[config.mk]
export PLATFORM = sky130hd
export DESIGN_NAME = proc_run_sequencer
export DESIGN_NICKNAME = d
export VERILOG_FILES = /design/src/rtl/proc_run_sequencer.sv
export SDC_FILE = /design/constraint.sdc
export NUM_CORES = 1
export LEC_CHECK = 0
export ABC_AREA = 0
export CELL_PAD_IN_SITES_DETAIL_PLACEMENT = 1
export CELL_PAD_IN_SITES_GLOBAL_PLACEMENT = 2
export CORE_MARGIN = 10
export CORE_UTILIZATION = 31
export CTS_CLUSTER_DIAMETER = 30
export DETAILED_ROUTE_END_ITERATION = 12
export GPL_ROUTABILITY_DRIVEN = 0
export PLACE_DENSITY_LB_ADDON = 0.15
export SLEW_MARGIN = 30
export SYNTH_ARGS = -nofsm -noshare
export SYNTH_HDL_FRONTEND = slang
export SYNTH_SLANG_ARGS = --single-unit
[constraint.sdc]
create_clock -name clk -period 7.82 [get_ports clk]
set_input_delay 1.173 -clock clk [delete_from_list [all_inputs] [get_ports clk]]
set_output_delay 1.173 -clock clk [all_outputs]
set_load 0.005 [all_outputs]
[src/rtl/proc_run_sequencer.sv]
// Host-side sequencer for the single-cycle core: loads instruction/data memory,
// runs the core with a cycle budget, and reads results back, one response per command.
`timescale 1ns/1ps

module proc_run_sequencer #(
  parameter int unsigned ADDR_W  = 10,
  parameter int unsigned DATA_W  = 32,
  parameter int unsigned TIMEOUT = 4096,
  parameter int unsigned CNT_W   = 32
) (
  input  logic              clk,
  input  logic              rst,
  input  logic              cmd_valid,
  output logic              cmd_ready,
  input  logic [1:0]        cmd_op,
  input  logic [ADDR_W-1:0] cmd_addr,
  input  logic [DATA_W-1:0] cmd_wdata,
  output logic              rsp_valid,
  input  logic              rsp_ready,
  output logic [DATA_W-1:0] rsp_data,
  output logic [1:0]        rsp_status,
  output logic              imem_we,
  output logic [ADDR_W-1:0] imem_addr,
  output logic [DATA_W-1:0] imem_wdata,
  output logic              dmem_we,
  output logic [ADDR_W-1:0] dmem_addr,
  output logic [DATA_W-1:0] dmem_wdata,
  input  logic [DATA_W-1:0] dmem_rdata,
  output logic              mem_sel,
  output logic              cpu_rst,
  input  logic              cpu_done,
  output logic [CNT_W-1:0]  cycle_count
);

  localparam logic [1:0] OP_LOAD_I = 2'b00;
  localparam logic [1:0] OP_LOAD_D = 2'b01;
  localparam logic [1:0] OP_RUN    = 2'b10;
  localparam logic [1:0] OP_READ   = 2'b11;

  localparam logic [1:0] ST_OK      = 2'b00;
  localparam logic [1:0] ST_TIMEOUT = 2'b01;

  localparam logic [CNT_W-1:0]  CNT_LAST     = CNT_W'(TIMEOUT - 1);
  localparam logic [DATA_W-1:0] TIMEOUT_DATA = DATA_W'(TIMEOUT);

  typedef enum logic [2:0] {
    S_IDLE,
    S_WR_I,
    S_WR_D,
    S_RUN,
    S_RD,
    S_RESP
  } state_e;

  state_e            state_q, state_d;
  logic              phase_q, phase_d;
  logic              cmd_ready_q, cmd_ready_d;
  logic              rsp_valid_q, rsp_valid_d;
  logic [DATA_W-1:0] rsp_data_q, rsp_data_d;
  logic [1:0]        rsp_status_q, rsp_status_d;
  logic              imem_we_q, imem_we_d;
  logic [ADDR_W-1:0] imem_addr_q, imem_addr_d;
  logic [DATA_W-1:0] imem_wdata_q, imem_wdata_d;
  logic              dmem_we_q, dmem_we_d;
  logic [ADDR_W-1:0] dmem_addr_q, dmem_addr_d;
  logic [DATA_W-1:0] dmem_wdata_q, dmem_wdata_d;
  logic              mem_sel_q, mem_sel_d;
  logic              cpu_rst_q, cpu_rst_d;
  logic [CNT_W-1:0]  cycle_count_q, cycle_count_d;

  // Next-state and next-output logic; phase_q splits WR/RD into a setup and an action cycle.
  always_comb begin
    state_d       = state_q;
    phase_d       = phase_q;
    cmd_ready_d   = cmd_ready_q;
    rsp_valid_d   = rsp_valid_q;
    rsp_data_d    = rsp_data_q;
    rsp_status_d  = rsp_status_q;
    imem_we_d     = 1'b0;
    imem_addr_d   = imem_addr_q;
    imem_wdata_d  = imem_wdata_q;
    dmem_we_d     = 1'b0;
    dmem_addr_d   = dmem_addr_q;
    dmem_wdata_d  = dmem_wdata_q;
    mem_sel_d     = mem_sel_q;
    cpu_rst_d     = cpu_rst_q;
    cycle_count_d = cycle_count_q;

    unique case (state_q)
      S_IDLE: begin
        cmd_ready_d = 1'b1;
        if (cmd_valid && cmd_ready_q) begin
          cmd_ready_d = 1'b0;
          phase_d     = 1'b0;
          unique case (cmd_op)
            OP_LOAD_I: begin
              imem_addr_d  = cmd_addr;
              imem_wdata_d = cmd_wdata;
              state_d      = S_WR_I;
            end
            OP_LOAD_D: begin
              dmem_addr_d  = cmd_addr;
              dmem_wdata_d = cmd_wdata;
              state_d      = S_WR_D;
            end
            OP_RUN: begin
              cpu_rst_d     = 1'b0;
              mem_sel_d     = 1'b1;
              cycle_count_d = '0;
              state_d       = S_RUN;
            end
            OP_READ: begin
              dmem_addr_d = cmd_addr;
              state_d     = S_RD;
            end
            default: state_d = S_IDLE;
          endcase
        end
      end

      S_WR_I: begin
        if (!phase_q) begin
          phase_d   = 1'b1;
          imem_we_d = 1'b1;
        end else begin
          phase_d      = 1'b0;
          rsp_data_d   = '0;
          rsp_status_d = ST_OK;
          rsp_valid_d  = 1'b1;
          state_d      = S_RESP;
        end
      end

      S_WR_D: begin
        if (!phase_q) begin
          phase_d   = 1'b1;
          dmem_we_d = 1'b1;
        end else begin
          phase_d      = 1'b0;
          rsp_data_d   = '0;
          rsp_status_d = ST_OK;
          rsp_valid_d  = 1'b1;
          state_d      = S_RESP;
        end
      end

      S_RD: begin
        if (!phase_q) begin
          phase_d = 1'b1;
        end else begin
          phase_d      = 1'b0;
          rsp_data_d   = dmem_rdata;
          rsp_status_d = ST_OK;
          rsp_valid_d  = 1'b1;
          state_d      = S_RESP;
        end
      end

      // Done has priority over the budget check in the same cycle.
      S_RUN: begin
        if (cpu_done) begin
          rsp_data_d   = DATA_W'(cycle_count_q);
          rsp_status_d = ST_OK;
          rsp_valid_d  = 1'b1;
          cpu_rst_d    = 1'b1;
          mem_sel_d    = 1'b0;
          state_d      = S_RESP;
        end else if (cycle_count_q == CNT_LAST) begin
          rsp_data_d   = TIMEOUT_DATA;
          rsp_status_d = ST_TIMEOUT;
          rsp_valid_d  = 1'b1;
          cpu_rst_d    = 1'b1;
          mem_sel_d    = 1'b0;
          state_d      = S_RESP;
        end else begin
          cycle_count_d = cycle_count_q + CNT_W'(1);
        end
      end

      S_RESP: begin
        if (rsp_ready) begin
          rsp_valid_d = 1'b0;
          cmd_ready_d = 1'b1;
          state_d     = S_IDLE;
        end
      end

      default: begin
        state_d     = S_IDLE;
        cmd_ready_d = 1'b1;
        rsp_valid_d = 1'b0;
        cpu_rst_d   = 1'b1;
        mem_sel_d   = 1'b0;
      end
    endcase
  end

  // State and output registers.
  always_ff @(posedge clk or posedge rst) begin
    if (rst) begin
      state_q       <= S_IDLE;
      phase_q       <= 1'b0;
      cmd_ready_q   <= 1'b1;
      rsp_valid_q   <= 1'b0;
      rsp_data_q    <= '0;
      rsp_status_q  <= ST_OK;
      imem_we_q     <= 1'b0;
      imem_addr_q   <= '0;
      imem_wdata_q  <= '0;
      dmem_we_q     <= 1'b0;
      dmem_addr_q   <= '0;
      dmem_wdata_q  <= '0;
      mem_sel_q     <= 1'b0;
      cpu_rst_q     <= 1'b1;
      cycle_count_q <= '0;
    end else begin
      state_q       <= state_d;
      phase_q       <= phase_d;
      cmd_ready_q   <= cmd_ready_d;
      rsp_valid_q   <= rsp_valid_d;
      rsp_data_q    <= rsp_data_d;
      rsp_status_q  <= rsp_status_d;
      imem_we_q     <= imem_we_d;
      imem_addr_q   <= imem_addr_d;
      imem_wdata_q  <= imem_wdata_d;
      dmem_we_q     <= dmem_we_d;
      dmem_addr_q   <= dmem_addr_d;
      dmem_wdata_q  <= dmem_wdata_d;
      mem_sel_q     <= mem_sel_d;
      cpu_rst_q     <= cpu_rst_d;
      cycle_count_q <= cycle_count_d;
    end
  end

  assign cmd_ready   = cmd_ready_q;
  assign rsp_valid   = rsp_valid_q;
  assign rsp_data    = rsp_data_q;
  assign rsp_status  = rsp_status_q;
  assign imem_we     = imem_we_q;
  assign imem_addr   = imem_addr_q;
  assign imem_wdata  = imem_wdata_q;
  assign dmem_we     = dmem_we_q;
  assign dmem_addr   = dmem_addr_q;
  assign dmem_wdata  = dmem_wdata_q;
  assign mem_sel     = mem_sel_q;
  assign cpu_rst     = cpu_rst_q;
  assign cycle_count = cycle_count_q;

endmodule

==> impl_results.md <==
* Status: completed
* Final hold vios at 0
* Vias after detailed routing at 5837
* Die Y at around 170 µm
* Initial antenna violation count at 0
* Cts hold-fix bufs at 0
* Top_reg_cell synth: dfrtp_1
* R2R Setup Slk at approximately 4.7 ns
* Antenna-violating nets left at 0
* Asr flop ratio synth at 100%
* CTS tree: done
* N_diodes at 0
* Syn nets at slightly above 700
* Post-synth top area cell: dfrtp_1
* Clock Sinks at 159
* Finished Layout Cells at around 1.1k
* Worst-Margin Slew at roughly 0.91 ns
* Post-synthesis sequential area ratio at between 50 and 60%
* Clock transition at path regs at 0.08 ns
* Critical path arrival at around 3.7 ns
* Crit path max-delay family: compound AO/OA/AOI/OAI gates
* Max FO, Critical Path at 12
* Largest net degree at the start of global routing at between 80 and 90
* Mean Syn Cell Area at between 10 and 15 µm²
* H-tree depth at 4
* Die X at ~170 µm
* Seq cells post-synth at 159
* Drt wl/cell at 22.0 µm
* Row cnt at 55
* HP Class: reg2reg
* P&R area growth vs syn at 45.3%
* Post-cts gate resize count at 0
* Latest clock arrival within the worst-skew pair at 0.43 ns
* Layout cells sized above 1 at between 10% and 20%
* Fmax at about 0.3 GHz
* Highest-count cells in the layout ignoring fill and taps: 235 x clkdlybuf4s50_1, 157 x dfrtp_1, 84 x mux2_2
* Layout Utilization at around 45%
* All-Layer GR Usage at approximately 17%
* Vias in the first global route at 6274
* Type of the worst setup path: in2reg
* Peak VDD IR at roughly 150 µV
* RSZ-0062 raised after global routing: false
* WL final at ~25 mm
* Rel. slew slack at just under 40%
* I/O pins at about 240
* Post-Syn Area at roughly 0.007 mm²
* Initial core utilization at a little under a third
* DP HPWL at roughly 19 mm
* Final setup fails at 0
* Vias per inst at 5.13
* Drt drc at 0
* Max Transition Viols Final at 0
* Crit-path cells: clkdlybuf4s50_1, nand2_1, nor4_2, nand2_1, o21ai_1, o21ai_0, a22o_1
* Core area at ~0.023 mm²
* Cells after Synth at between 600 and 700
* Max-cap violations at 0
* CP Capture Type: register
* CP bufs+invs at 1
* Critical Path Source Type: input port
* Number of enable-type register cells in the synthesized netlist at 0
* Final nets at just over 900
* CTS buffer count at 17
* Unique masters post-synth at between 50 and 60
* Synth top area share at between 50% and 60%
* Critical path required time at roughly 8 ns
* Sum Neg Setup Slack at 0 ns
* # Post-CTS Setup Buffers at 0
* Leak at 4.27 nW
* Clock Skew at roughly 0.016 ns
* Yosys warns at 0
* Crit path max-delay cell type: o21ai_1
* Iteration-0 DRC Markers at around 230
* Die area at approximately 0.029 mm²
* GRT overflow at 0
* Period utilisation layout at approximately 43%
* PwrDens at approximately 360 mW/mm²
* CP max stage delay at around 0.58 ns
* Post-route minimum period at around 3.4 ns
* CP dominant cell by count: nand2_1
* Ranking of synthesized cells by area: dfrtp_1 56%, mux2_2 13%, o21ai_0 4.3%
* Final hold slack at 0.481 ns
* TritonRoute pass-1 iters at 4
* CTS root buf: clkbuf_16
* Total placed cells including tap cells at ~1.1k
* Most common cell after layout, fill and taps aside: clkdlybuf4s50_1
* Port bufs at around 240
* CTS Buffer Depth at 2
* First-pass GRT wire length at 38.6 mm
==> cells in the mapped netlist, drive strengths merged, types with 2 or more instances <==
library cell and instances:
nor3 15, nand2b 3, nor4b 2, dfrtp 157, a31oi 10, nor2 21
o41ai 2, a211o 2, or3 3, nor4 8, and2 3, dfstp 2
nand2 75, a22oi 31, and3 6, nor2b 2, clkbuf 15, o21a 4
nand4 7, nand3 16, ha 7, a21oi 13, o21ai 65, inv 10
and4 6, o31ai 3, mux2 84, a22o 2, xnor2 2, or4 2
buf 26, mux2i 2, a21o 3
==> per-layer routing <==
layer / track usage, % / part of all wire [%]
met1: 21.7 / 44
met2: 28.3 / 49
met3: 4.45 / 6.0
met4: 4.61 / 0.98
met5: 0 / 0
==> per-stage QoR <==
stage	worst slack [ns]	total power, mW	area [µm²]
2_1_floorplan	2.36	1.95	7030
3_3_place_gp	4.12	2.79	9610
3_5_place_dp	3.94	2.84	9620
4_1_cts	4.40	3.69	10200
5_1_grt	4.16	3.86	10200
6_report	4.42	3.63	10200
==> where the power goes <==
| part | internal, mW | switching (mW) | leakage (nW) | total, mW |
|---|---|---|---|---|
| sequential | 1.13 | 0.275 | 2.05 | 1.40 |
| combinational | 0.829 | 0.569 | 1.93 | 1.40 |
| clock | 0.428 | 0.397 | 0.290 | 0.826 |
| total | 2.39 | 1.24 | 4.27 | 3.63 |
==> final cells by class <==
type,count,area [µm²]
Multi-Input combinational cell,410,2840
Timing Repair Buffer,241,2400
Tap cell,285,357
Clock buffer,17,425
Inverter,10,42.5
Sequential cell,159,3980
Fill cell,2404,12300
Clock inverter,15,165
==> cells by family after synthesis <==
| kind of cell | after synthesis | synth area share [%] |
|---|---|---|
| muxes | 86 | 13.7 |
| DFF | 159 | 56.6 |
| and+or+nand+nor | 172 | 12.3 |
| adders and majority gates | 7 | 1.25 |
| AOI/OAI and AO/OA | 142 | 12.5 |
| buffers and inverters | 51 | 3.26 |
| other | 1 | 0.0533 |
| xor gates and xnor gates | 2 | 0.249 |
==> final timing paths <==
path | cells after the start | startpoint | end
hold reg to reg | 2 | rsp_data[8]$_DFFE_PP0P_ | rsp_data[8]$_DFFE_PP0P_
min in group asynchronous | 2 | rst | rsp_data[31]$_DFFE_PP0P_
setup / recovery | 7 | cmd_valid | cycle_count[8]$_DFFE_PP0P_
hold / removal | 2 | rsp_data[8]$_DFFE_PP0P_ | rsp_data[8]$_DFFE_PP0P_
max in group asynchronous | 3 | rst | imem_wdata[14]$_DFFE_PP0P_
setup reg to reg | 5 | state_q[1]$_DFFE_PP0P_ | cycle_count[8]$_DFFE_PP0P_
==> tightest hold or removal path, delay by kind of cell, from the launching register on <==
family          cells  cell delay, ns
simple gates        1            0.05
compound gates      1            0.06
flops               1            0.34
==> sequential cells by signal, summed over array words and instances (netlist names) <==
name and cells:
dmem_we 1, cmd_ready 1, dmem_wdata 32, state_q 3
phase_q 1, imem_we 1, cpu_rst 1, dmem_addr 10
rsp_valid 1, imem_addr 10, cycle_count 32, mem_sel 1
rsp_data 32, rsp_status 1, imem_wdata 32
(Power assumes the default switching activity.)
